### config.mk
export PLATFORM = sky130hd
export DESIGN_NAME = fsm_bit_serializer
export DESIGN_NICKNAME = d
export VERILOG_FILES = /design/src/rtl/fsm_bit_serializer.sv
export SDC_FILE = /design/constraint.sdc
export NUM_CORES = 1
export LEC_CHECK = 0
export CAP_MARGIN = 20
export CORE_MARGIN = 5
export CORE_UTILIZATION = 50
export DETAILED_ROUTE_END_ITERATION = 12
export GPL_TIMING_DRIVEN = 0
export PLACE_DENSITY = 0.8
export SYNTH_ARGS = -nofsm -noshare
export SYNTH_HDL_FRONTEND = slang
export SYNTH_SLANG_ARGS = --single-unit
### constraint.sdc
create_clock -name clk_i -period 2.9 [get_ports clk_i]
set_clock_uncertainty 0.15 [all_clocks]
set_input_delay 0.58 -clock clk_i [delete_from_list [all_inputs] [get_ports clk_i]]
set_output_delay 0.58 -clock clk_i [all_outputs]
set_load 0.05 [all_outputs]
### src/rtl/fsm_bit_serializer.sv
// fsm_bit_serializer
//   Takes parallel words over a valid/ready handshake and shifts them out one bit per clock on x_o.
//   x_o feeds the serial input of the FSM2 sequence detector. Back-to-back words stream with no
//   idle cycle between them. x_valid_o and last_o frame the bit stream.
//
// Parameters
//   WIDTH      bits per word (2..32)
//   MSB_FIRST  1: din_i[WIDTH-1] leaves first; 0: din_i[0] leaves first
//
// Ports
//   clk_i        rising-edge clock
//   rst_ni       asynchronous active-low reset
//   din_i        parallel word to serialize
//   din_valid_i  din_i holds a word to send
//   din_ready_o  word can be accepted this cycle (combinational)
//   x_o          serial bit, forced to 0 when x_valid_o is low
//   x_valid_o    x_o carries a live data bit
//   last_o       x_o is the final bit of the current word
//   busy_o       a word is in flight
module fsm_bit_serializer #(
    parameter int unsigned WIDTH     = 8,
    parameter bit          MSB_FIRST = 1'b1
) (
    input  logic             clk_i,
    input  logic             rst_ni,
    input  logic [WIDTH-1:0] din_i,
    input  logic             din_valid_i,
    output logic             din_ready_o,
    output logic             x_o,
    output logic             x_valid_o,
    output logic             last_o,
    output logic             busy_o
);

    localparam int unsigned CntW = $clog2(WIDTH);

    typedef enum logic [0:0] {StIdle, StShift} state_e;

    state_e            state_q, state_d;
    logic [WIDTH-1:0]  shreg_q, shreg_d;
    logic [CntW-1:0]   cnt_q, cnt_d;
    logic              x_q, x_d;
    logic              x_valid_q, x_valid_d;
    logic              last_q, last_d;
    logic              busy_q, busy_d;
    logic              accept;

    // State register; the outputs are registered alongside the state.
    always_ff @(posedge clk_i or negedge rst_ni) begin
        if (!rst_ni) begin
            state_q   <= StIdle;
            shreg_q   <= '0;
            cnt_q     <= '0;
            x_q       <= 1'b0;
            x_valid_q <= 1'b0;
            last_q    <= 1'b0;
            busy_q    <= 1'b0;
        end else begin
            state_q   <= state_d;
            shreg_q   <= shreg_d;
            cnt_q     <= cnt_d;
            x_q       <= x_d;
            x_valid_q <= x_valid_d;
            last_q    <= last_d;
            busy_q    <= busy_d;
        end
    end

    // Next-state logic.
    always_comb begin
        state_d = state_q;
        shreg_d = shreg_q;
        cnt_d   = cnt_q;
        accept  = din_valid_i & din_ready_o;
        unique case (state_q)
            StIdle: begin
                if (accept) begin
                    shreg_d = din_i;
                    cnt_d   = CntW'(WIDTH - 1);
                    state_d = StShift;
                end
            end
            StShift: begin
                if (cnt_q != '0) begin
                    // Move the next bit into the output position.
                    shreg_d = MSB_FIRST ? {shreg_q[WIDTH-2:0], 1'b0}
                                        : {1'b0, shreg_q[WIDTH-1:1]};
                    cnt_d   = cnt_q - CntW'(1);
                end else if (accept) begin
                    // Reload on the final bit so the next word follows without a gap.
                    shreg_d = din_i;
                    cnt_d   = CntW'(WIDTH - 1);
                end else begin
                    state_d = StIdle;
                end
            end
            default: state_d = StIdle;
        endcase
    end

    // Output logic: din_ready_o is combinational; the registered outputs are derived from the
    // next state so they line up with the bit sitting in the output position of shreg.
    always_comb begin
        din_ready_o = (state_q == StIdle) | ((state_q == StShift) & (cnt_q == '0));
        busy_d      = (state_d == StShift);
        x_valid_d   = busy_d;
        last_d      = busy_d & (cnt_d == '0);
        x_d         = busy_d & (MSB_FIRST ? shreg_d[WIDTH-1] : shreg_d[0]);
    end

    assign x_o       = x_q;
    assign x_valid_o = x_valid_q;
    assign last_o    = last_q;
    assign busy_o    = busy_q;

endmodule
==> results.py, run 1 <==
metrics = {
    "critical_path": {
        "cpMostUsedCell": "inv_1",
        "crit_fanout": 10,
        "critPathMaxStageDelay_ns": 0.54,
        "crit_path_cell_trace": "inv_1 > ha_1 > inv_1 > o21a_2 > inv_2 > buf_6 > dlygate4sd2_1",
        "crit_start": "cnt_q[0]$_DFF_PN0_",
        "reg2reg_setup_slack_ns": 1.14,
        "timing.rr.end": "shreg_q[5]$_DFF_PN0_",
        "cp.required_ns": 2.17,
        "critPathArrivalTime_ns": 2.00,
        "critPathSlowestCell": "dlygate4sd2_1",
        "r2r_start": "cnt_q[0]$_DFF_PN0_",
        "setup.worst_path.end": "din_ready_o",
        "setup.worst_path.start_class": "flop",
        "reg2reg_depth": 7,
        "crit_type": "flop to primary output",
        "end_kind": "primary output",
    },
    "detailed_routing": {
        "dr.pass1.iters": 2,
        "drt_wl_total_um": 1100,
        "drt-initial-drc-count": 1,
        "ant_nets": 0,
        "via_per_inst": 4.90,
        "drcViolationCount": 0,
        "num_vias": 412,
        "post_drt_wl_per_cell_um": 13.1,
    },
    "synth": {
        "synth_top_family_by_area": "multiplexers",
        "yosysWarnings": 0,
        "synth_common_cells": "13 x dfrtp_1, 7 x mux2_4, 5 x mux2_2",
        "synth_xor_area_frac": 0.0132,
        "syn_inst": 50,
        "synthMuxAreaShare": 0.289,
        "synth_area_per_cell_sq_um": 13.3,
        "synth_fa_ha_area_frac": 0.0377,
        "synth_area_leaders": "dfrtp_1 49%, mux2_4 16%, mux2_2 8.5%",
        "syn-cell-area_sq_um": 663,
        "ys.flop_type": "dfrtp_1",
        "yosysMostFrequentCell": "dfrtp_1",
        "synth_compound_area_frac": 0.0472,
        "yosys.area.top_type": "dfrtp_1",
        "synthArstFlopShare": 1.00,
        "ys_ff_latch": 13,
        "yosysTopAreaCellShare": 0.491,
        "synth_edf_count": 0,
        "ys_types": 19,
        "yosys.area_share.simple": 0.0547,
        "syn_nets": 63,
        "ys_seq_area_frac": 0.491,
    },
    "floorplanning": {
        "die_w_um": 46.4,
        "ios": 16,
        "die_h_um": 46.4,
        "die_area_sq_mm": 0.00215,
        "rows": 13,
        "initial_utilization": 0.516,
        "core-area_sq_mm": 0.00128,
    },
    "power_and_ir_drop": {
        "power_density_mw_per_mm2": 971,
        "peakVddDrop_mv": 0.521,
        "power.leakage_nw": 0.409,
    },
    "timing": {
        "max_slew_margin": 0.621,
        "finalCritPeriodShare": 0.941,
        "finalWorstSetupSlack_ns": 0.171,
        "rsz0062_at_grt": "no",
        "fmax_ghz": 0.366,
        "setup_viol": 0,
        "fin_crit_ns": 2.73,
        "slew_violations": 0,
        "tightest_slew_ns": 0.567,
        "finalSetupTns_ns": 0,
        "hold_viol": 0,
    },
    "layout": {
        "drive_gt1_frac": 0.304,
        "nNetsFinal": 83,
        "area_growth_pct": 29.4,
        "n_antenna_cell": 0,
    },
    "placement": {
        "gp_congestion": 0.686,
        "io_buffers": 15,
        "hpwl_um": 820,
        "dpl_worst_slack_ns": 0.194,
    },
    "clock_tree": {
        "postCtsSetupBuffers": 0,
        "cts_root_buf": "clkbuf_4",
        "numCtsBuffers": 3,
        "clock_path_buffers": 2,
        "clkTransAtPathRegs_ns": 0.08,
        "hold_buffers": 0,
        "cts_tree": "done",
        "cts_max_level": 1,
        "cts.sink_count": 13,
        "post_cts_resized": 1,
        "clkLatencyLatePin_ns": 0.27,
    },
    "global_route": {
        "grt_usage": 0.115,
        "grt_pass1_wl_um": 1700,
        "grt-ovfl-total": 0,
        "grt_pass1_vias": 414,
        "antenna_found_initial": 0,
        "grt_max_degree": 14,
    },
    "worst_hold_path": {
        "hp-class": "flop to flop",
        "min_from": "cnt_q[0]$_DFF_PN0_",
    },
    "run_status": {
        "outcome": "finished, final reports clean",
    },
    "flow_run": {
        "drv_cap": 0,
    },
}
-- report_power, final --
group / internal, W / switching (W)
clock: 0.0000510 / 0.0000591
combinational: 0.000213 / 0.000216
sequential: 0.000252 / 0.0000424
total: 0.000516 / 0.000317
-- routing by layer --
metal / share of wire / vias to the layer above / GRT usage
met5: 0 / - / 0
met1: 0.43 / 192 / 0.136
met2: 0.48 / 13 / 0.187
met4: 0 / 0 / 0.0682
li1: - / 207 / -
met3: 0.085 / 0 / 0.0273
-- worst min-delay path by stage --
stage	end	slack [ns]	cells past startpoint
finish	cnt_q[0]$_DFF_PN0_	0.35	1
global route	cnt_q[0]$_DFF_PN0_	0.37	1
CTS	cnt_q[0]$_DFF_PN0_	0.36	1
detailed placement	shreg_q[4]$_DFF_PN0_	0.35	1
global placement	cnt_q[0]$_DFF_PN0_	0.33	1
floorplan	busy_o$_DFF_PN0_	0.13	0
-- layout by cell type (no fill, tap or decap) --
master | netlist | routed
clkdlybuf4s50_1 | 0 | 14
dfrtp_1 | 13 | 13
mux2_4 | 7 | 7
mux2_2 | 5 | 5
inv_1 | 3 | 3
mux2i_1 | 3 | 3
nor2_1 | 3 | 3
clkbuf_4 | 0 | 3
buf_6 | 2 | 2
nand2_1 | 2 | 2
ha_1 | 2 | 2
o21a_2 | 1 | 1
inv_2 | 1 | 1
nor2b_1 | 1 | 1
xor2_1 | 1 | 1
o32a_1 | 1 | 1
nand2b_1 | 1 | 1
nor3_1 | 1 | 1
o211ai_1 | 1 | 1
o21ai_0 | 1 | 1
buf_4 | 1 | 1
clkinv_2 | 0 | 1
dlygate4sd2_1 | 0 | 1
-- final cells by class --
cell class	instances	area, sq um
Clock inverter	1	5.00
Timing Repair Buffer	15	149
Buffer	3	30.0
Multi-Input combinational cell	30	293
Sequential cell	13	325
Clock buffer	3	22.5
Fill cell	111	427
Tap cell	15	18.8
Inverter	4	15.0
-- flip-flops by register name, indices dropped and copies added (netlist names) --
signal / count
shreg_q: 7
busy_o: 1
x_o: 1
last_o: 1
cnt_q: 3
-- critical path, delay by kind of cell, from the launching register on --
kind / cells / cell delay, ns
DFF: 1 / 0.41
adders and majority gates: 1 / 0.16
buffers and inverters: 5 / 0.92
AOI/OAI and AO/OA: 1 / 0.23
-- cell families (layout without fill, tap and decap cells) --
group                    count (synthesis)  in the layout
adder cells (fa/ha/maj)                  2              2
buffers and inverters                    7             26
multiplexers                            15             15
flip-flops                              13             13
AND/OR/NAND/NOR                          8              8
AO/OA/AOI/OAI                            4              4
XOR/XNOR                                 1              1
-- stage by stage --
stage          power [W]  hold slack (ns)  std cells  utilization  area (sq um)
2_1_floorplan   0.000628            0.134         50            -           663
3_3_place_gp    0.000722            0.334         80        0.648           832
3_5_place_dp    0.000735            0.346         80        0.648           832
4_1_cts         0.000842            0.361         84        0.668           858
5_1_grt         0.000890            0.373         84        0.668           858
6_report        0.000833            0.354         84        0.668           858
Power figures use the tool's default switching activity.
==> run 2: changes to the inputs <==
--- a/config.mk
+++ b/config.mk
@@ -5,7 +5,6 @@
 export SDC_FILE = /design/constraint.sdc
 export NUM_CORES = 1
 export LEC_CHECK = 0
-export CAP_MARGIN = 20
 export CORE_MARGIN = 5
 export CORE_UTILIZATION = 50
 export DETAILED_ROUTE_END_ITERATION = 12
==> results of run 2 <==
No change in the layout: final DEF, timing and power equal those of run 1.
==> run 3: changes to the inputs <==
--- a/config.mk
+++ b/config.mk
@@ -6,10 +6,11 @@
 export NUM_CORES = 1
 export LEC_CHECK = 0
 export CORE_MARGIN = 5
-export CORE_UTILIZATION = 50
+export CORE_UTILIZATION = 49
+export CTS_BUF_LIST = sky130_fd_sc_hd__clkbuf_4
 export DETAILED_ROUTE_END_ITERATION = 12
 export GPL_TIMING_DRIVEN = 0
-export PLACE_DENSITY = 0.8
+export PLACE_DENSITY = 0.79
 export SYNTH_ARGS = -nofsm -noshare
 export SYNTH_HDL_FRONTEND = slang
 export SYNTH_SLANG_ARGS = --single-unit
==> constraint.sdc (replaced) <==
create_clock -name clk_i -period 3 [get_ports clk_i]
set_clock_uncertainty 0.15 [all_clocks]
set_input_delay 0.6 -clock clk_i [delete_from_list [all_inputs] [get_ports clk_i]]
set_output_delay 0.6 -clock clk_i [all_outputs]
set_load 0.05 [all_outputs]
==> run 3 against run 2 <==
Critical path depth unchanged. Sequential power decreased by 3%. Clock power increased by 4%. Non-clock buffer count unchanged. Power decreased by 2.4%. Largest cell class unchanged.
==> results.py, run 3 (synthesized netlist as in run 1, its figures left out) <==
metrics = {
    "floorplanning": {
        "ios": 16,
        "initial_utilization": 0.516,
        "rows": 13,
        "die_h_um": 46.8,
        "core-area_sq_mm": 0.00128,
        "die_area_sq_mm": 0.00219,
        "die_w_um": 46.8,
    },
    "timing": {
        "tightest_slew_ns": 0.565,
        "max_slew_margin": 0.622,
        "setup_viol": 0,
        "finalSetupTns_ns": 0,
        "rsz0062_at_grt": "no",
        "hold_viol": 0,
        "fin_crit_ns": 2.75,
        "finalCritPeriodShare": 0.915,
        "slew_violations": 0,
        "fmax_ghz": 0.364,
    },
    "layout": {
        "largest_register_ffs": 7,
        "top_register": "shreg_q",
        "nNetsFinal": 83,
        "drive_gt1_frac": 0.304,
        "layout.cells.most_common": "clkdlybuf4s50_1",
        "mostFrequentLayoutCells": "14 x clkdlybuf4s50_1, 13 x dfrtp_1, 7 x mux2_4",
        "largest_registers": "shreg_q (7), cnt_q (3)",
        "n_antenna_cell": 0,
        "area_growth_pct": 29.8,
        "fin_cells": 84,
    },
    "global_route": {
        "grt_pass1_wl_um": 1710,
        "grt_pass1_vias": 404,
        "grt_max_degree": 14,
        "grt_usage": 0.113,
        "antenna_found_initial": 0,
        "grt-ovfl-total": 0,
    },
    "clock_tree": {
        "cts.sink_count": 13,
        "clkTransAtPathRegs_ns": 0.08,
        "clock_path_buffers": 2,
        "clkLatencyLatePin_ns": 0.27,
        "cts_max_level": 1,
        "postCtsSetupBuffers": 0,
        "numCtsBuffers": 3,
        "cts_root_buf": "clkbuf_4",
        "cts_tree": "done",
    },
    "critical_path": {
        "worst-path-buf-inv": 5,
        "crit_type": "flop to primary output",
        "critPathSlowestCell": "dlygate4sd2_1",
        "setup.worst_path.start_class": "flop",
        "critPathMaxStageDelay_ns": 0.54,
        "r2r_start": "cnt_q[0]$_DFF_PN0_",
        "cp.required_ns": 2.25,
        "crit_fanout": 10,
        "cpMostUsedCell": "inv_1",
        "end_kind": "primary output",
        "crit_start": "cnt_q[0]$_DFF_PN0_",
        "critPathArrivalTime_ns": 2.00,
        "crit_path_cell_trace": "inv_1 > ha_1 > inv_1 > o21a_2 > inv_2 > buf_6 > dlygate4sd2_1",
        "cpLargestDelayFamily": "buffers and inverters",
    },
    "detailed_routing": {
        "drt_wl_total_um": 1080,
        "via_per_inst": 5.15,
        "dr.pass1.iters": 2,
        "drt-initial-drc-count": 2,
        "num_vias": 433,
        "post_drt_wl_per_cell_um": 12.9,
        "ant_nets": 0,
        "drcViolationCount": 0,
    },
    "placement": {
        "gp_congestion": 0.687,
        "dp.cells": 80,
        "hpwl_um": 840,
        "io_buffers": 15,
    },
    "worst_hold_path": {
        "hp-class": "flop to flop",
        "min_from": "cnt_q[0]$_DFF_PN0_",
    },
    "power_and_ir_drop": {
        "power.leakage_nw": 0.410,
        "power_density_mw_per_mm2": 945,
        "peakVddDrop_mv": 0.508,
    },
    "flow_run": {
        "drv_cap": 0,
    },
    "run_status": {
        "outcome": "finished, final reports clean",
    },
}
## run 3: changes by cell type in the layout (fill, tap and decap cells not counted)
cell,previous run,this run
clkinv_2,1,0
clkbuf_4,3,4
## run 3: through the flow
step	hold slack [ns]	cell area [sq um]	worst slack, ns	util	power [W]
floorplan	0.154	663	1.11	-	0.000607
global route	0.391	861	0.132	0.670	0.000867
CTS	0.355	861	0.243	0.670	0.000821
finish	0.351	861	0.254	0.670	0.000813
detailed placement	0.342	832	0.271	0.648	0.000713
global placement	0.332	832	0.277	0.648	0.000699
## run 3: path summary, 6_finish.rpt
path / end / slack, ns / depth (start not counted)
setup / recovery: din_ready_o / 0.25 / 7
hold / removal: cnt_q[0]$_DFF_PN0_ / 0.35 / 1
setup reg to reg: shreg_q[6]$_DFF_PN0_ / 1.24 / 7
hold reg to reg: cnt_q[0]$_DFF_PN0_ / 0.35 / 1
max in group asynchronous: shreg_q[2]$_DFF_PN0_ / 1.79 / 1
min in group asynchronous: last_o$_DFF_PN0_ / 0.54 / 1
## run 3: report_power, final
part / switching, W / internal [W]
clock: 0.0000537 / 0.0000604
sequential: 0.0000425 / 0.000244
combinational: 0.000206 / 0.000207
total: 0.000302 / 0.000511
## run 3: layer usage
layer,global-route usage,routed length [um],up-vias
met3,0.0345,92,0
met5,0,0,-
li1,-,-,207
met2,0.184,516,13
met4,0.0497,0,0
met1,0.139,472,213
## run 3: area by class of cell
cell class              instances  area, sq um
well taps                      15         18.8
fillers                       109          424
inverters                       4         15.0
clock buffers                   4         30.0
multi-input cells              30          293
flip-flops and latches         13          325
plain buffers                   3         30.0
repair buffers                 15          149
## run 3: worst reg2reg max path: stages, from the launching register on
cell,delay (ns)
dfrtp_1,0.41
inv_1,0.09
ha_1,0.16
inv_1,0.06
o21a_2,0.23
inv_2,0.08
buf_6,0.16
mux2_4,0.31
## run 3: timing repair
action / 4_1_cts / 5_1_grt
setup endpoints to repair: 1 / 0
resized for setup: 1 / 0
hold buffers: 0 / 0
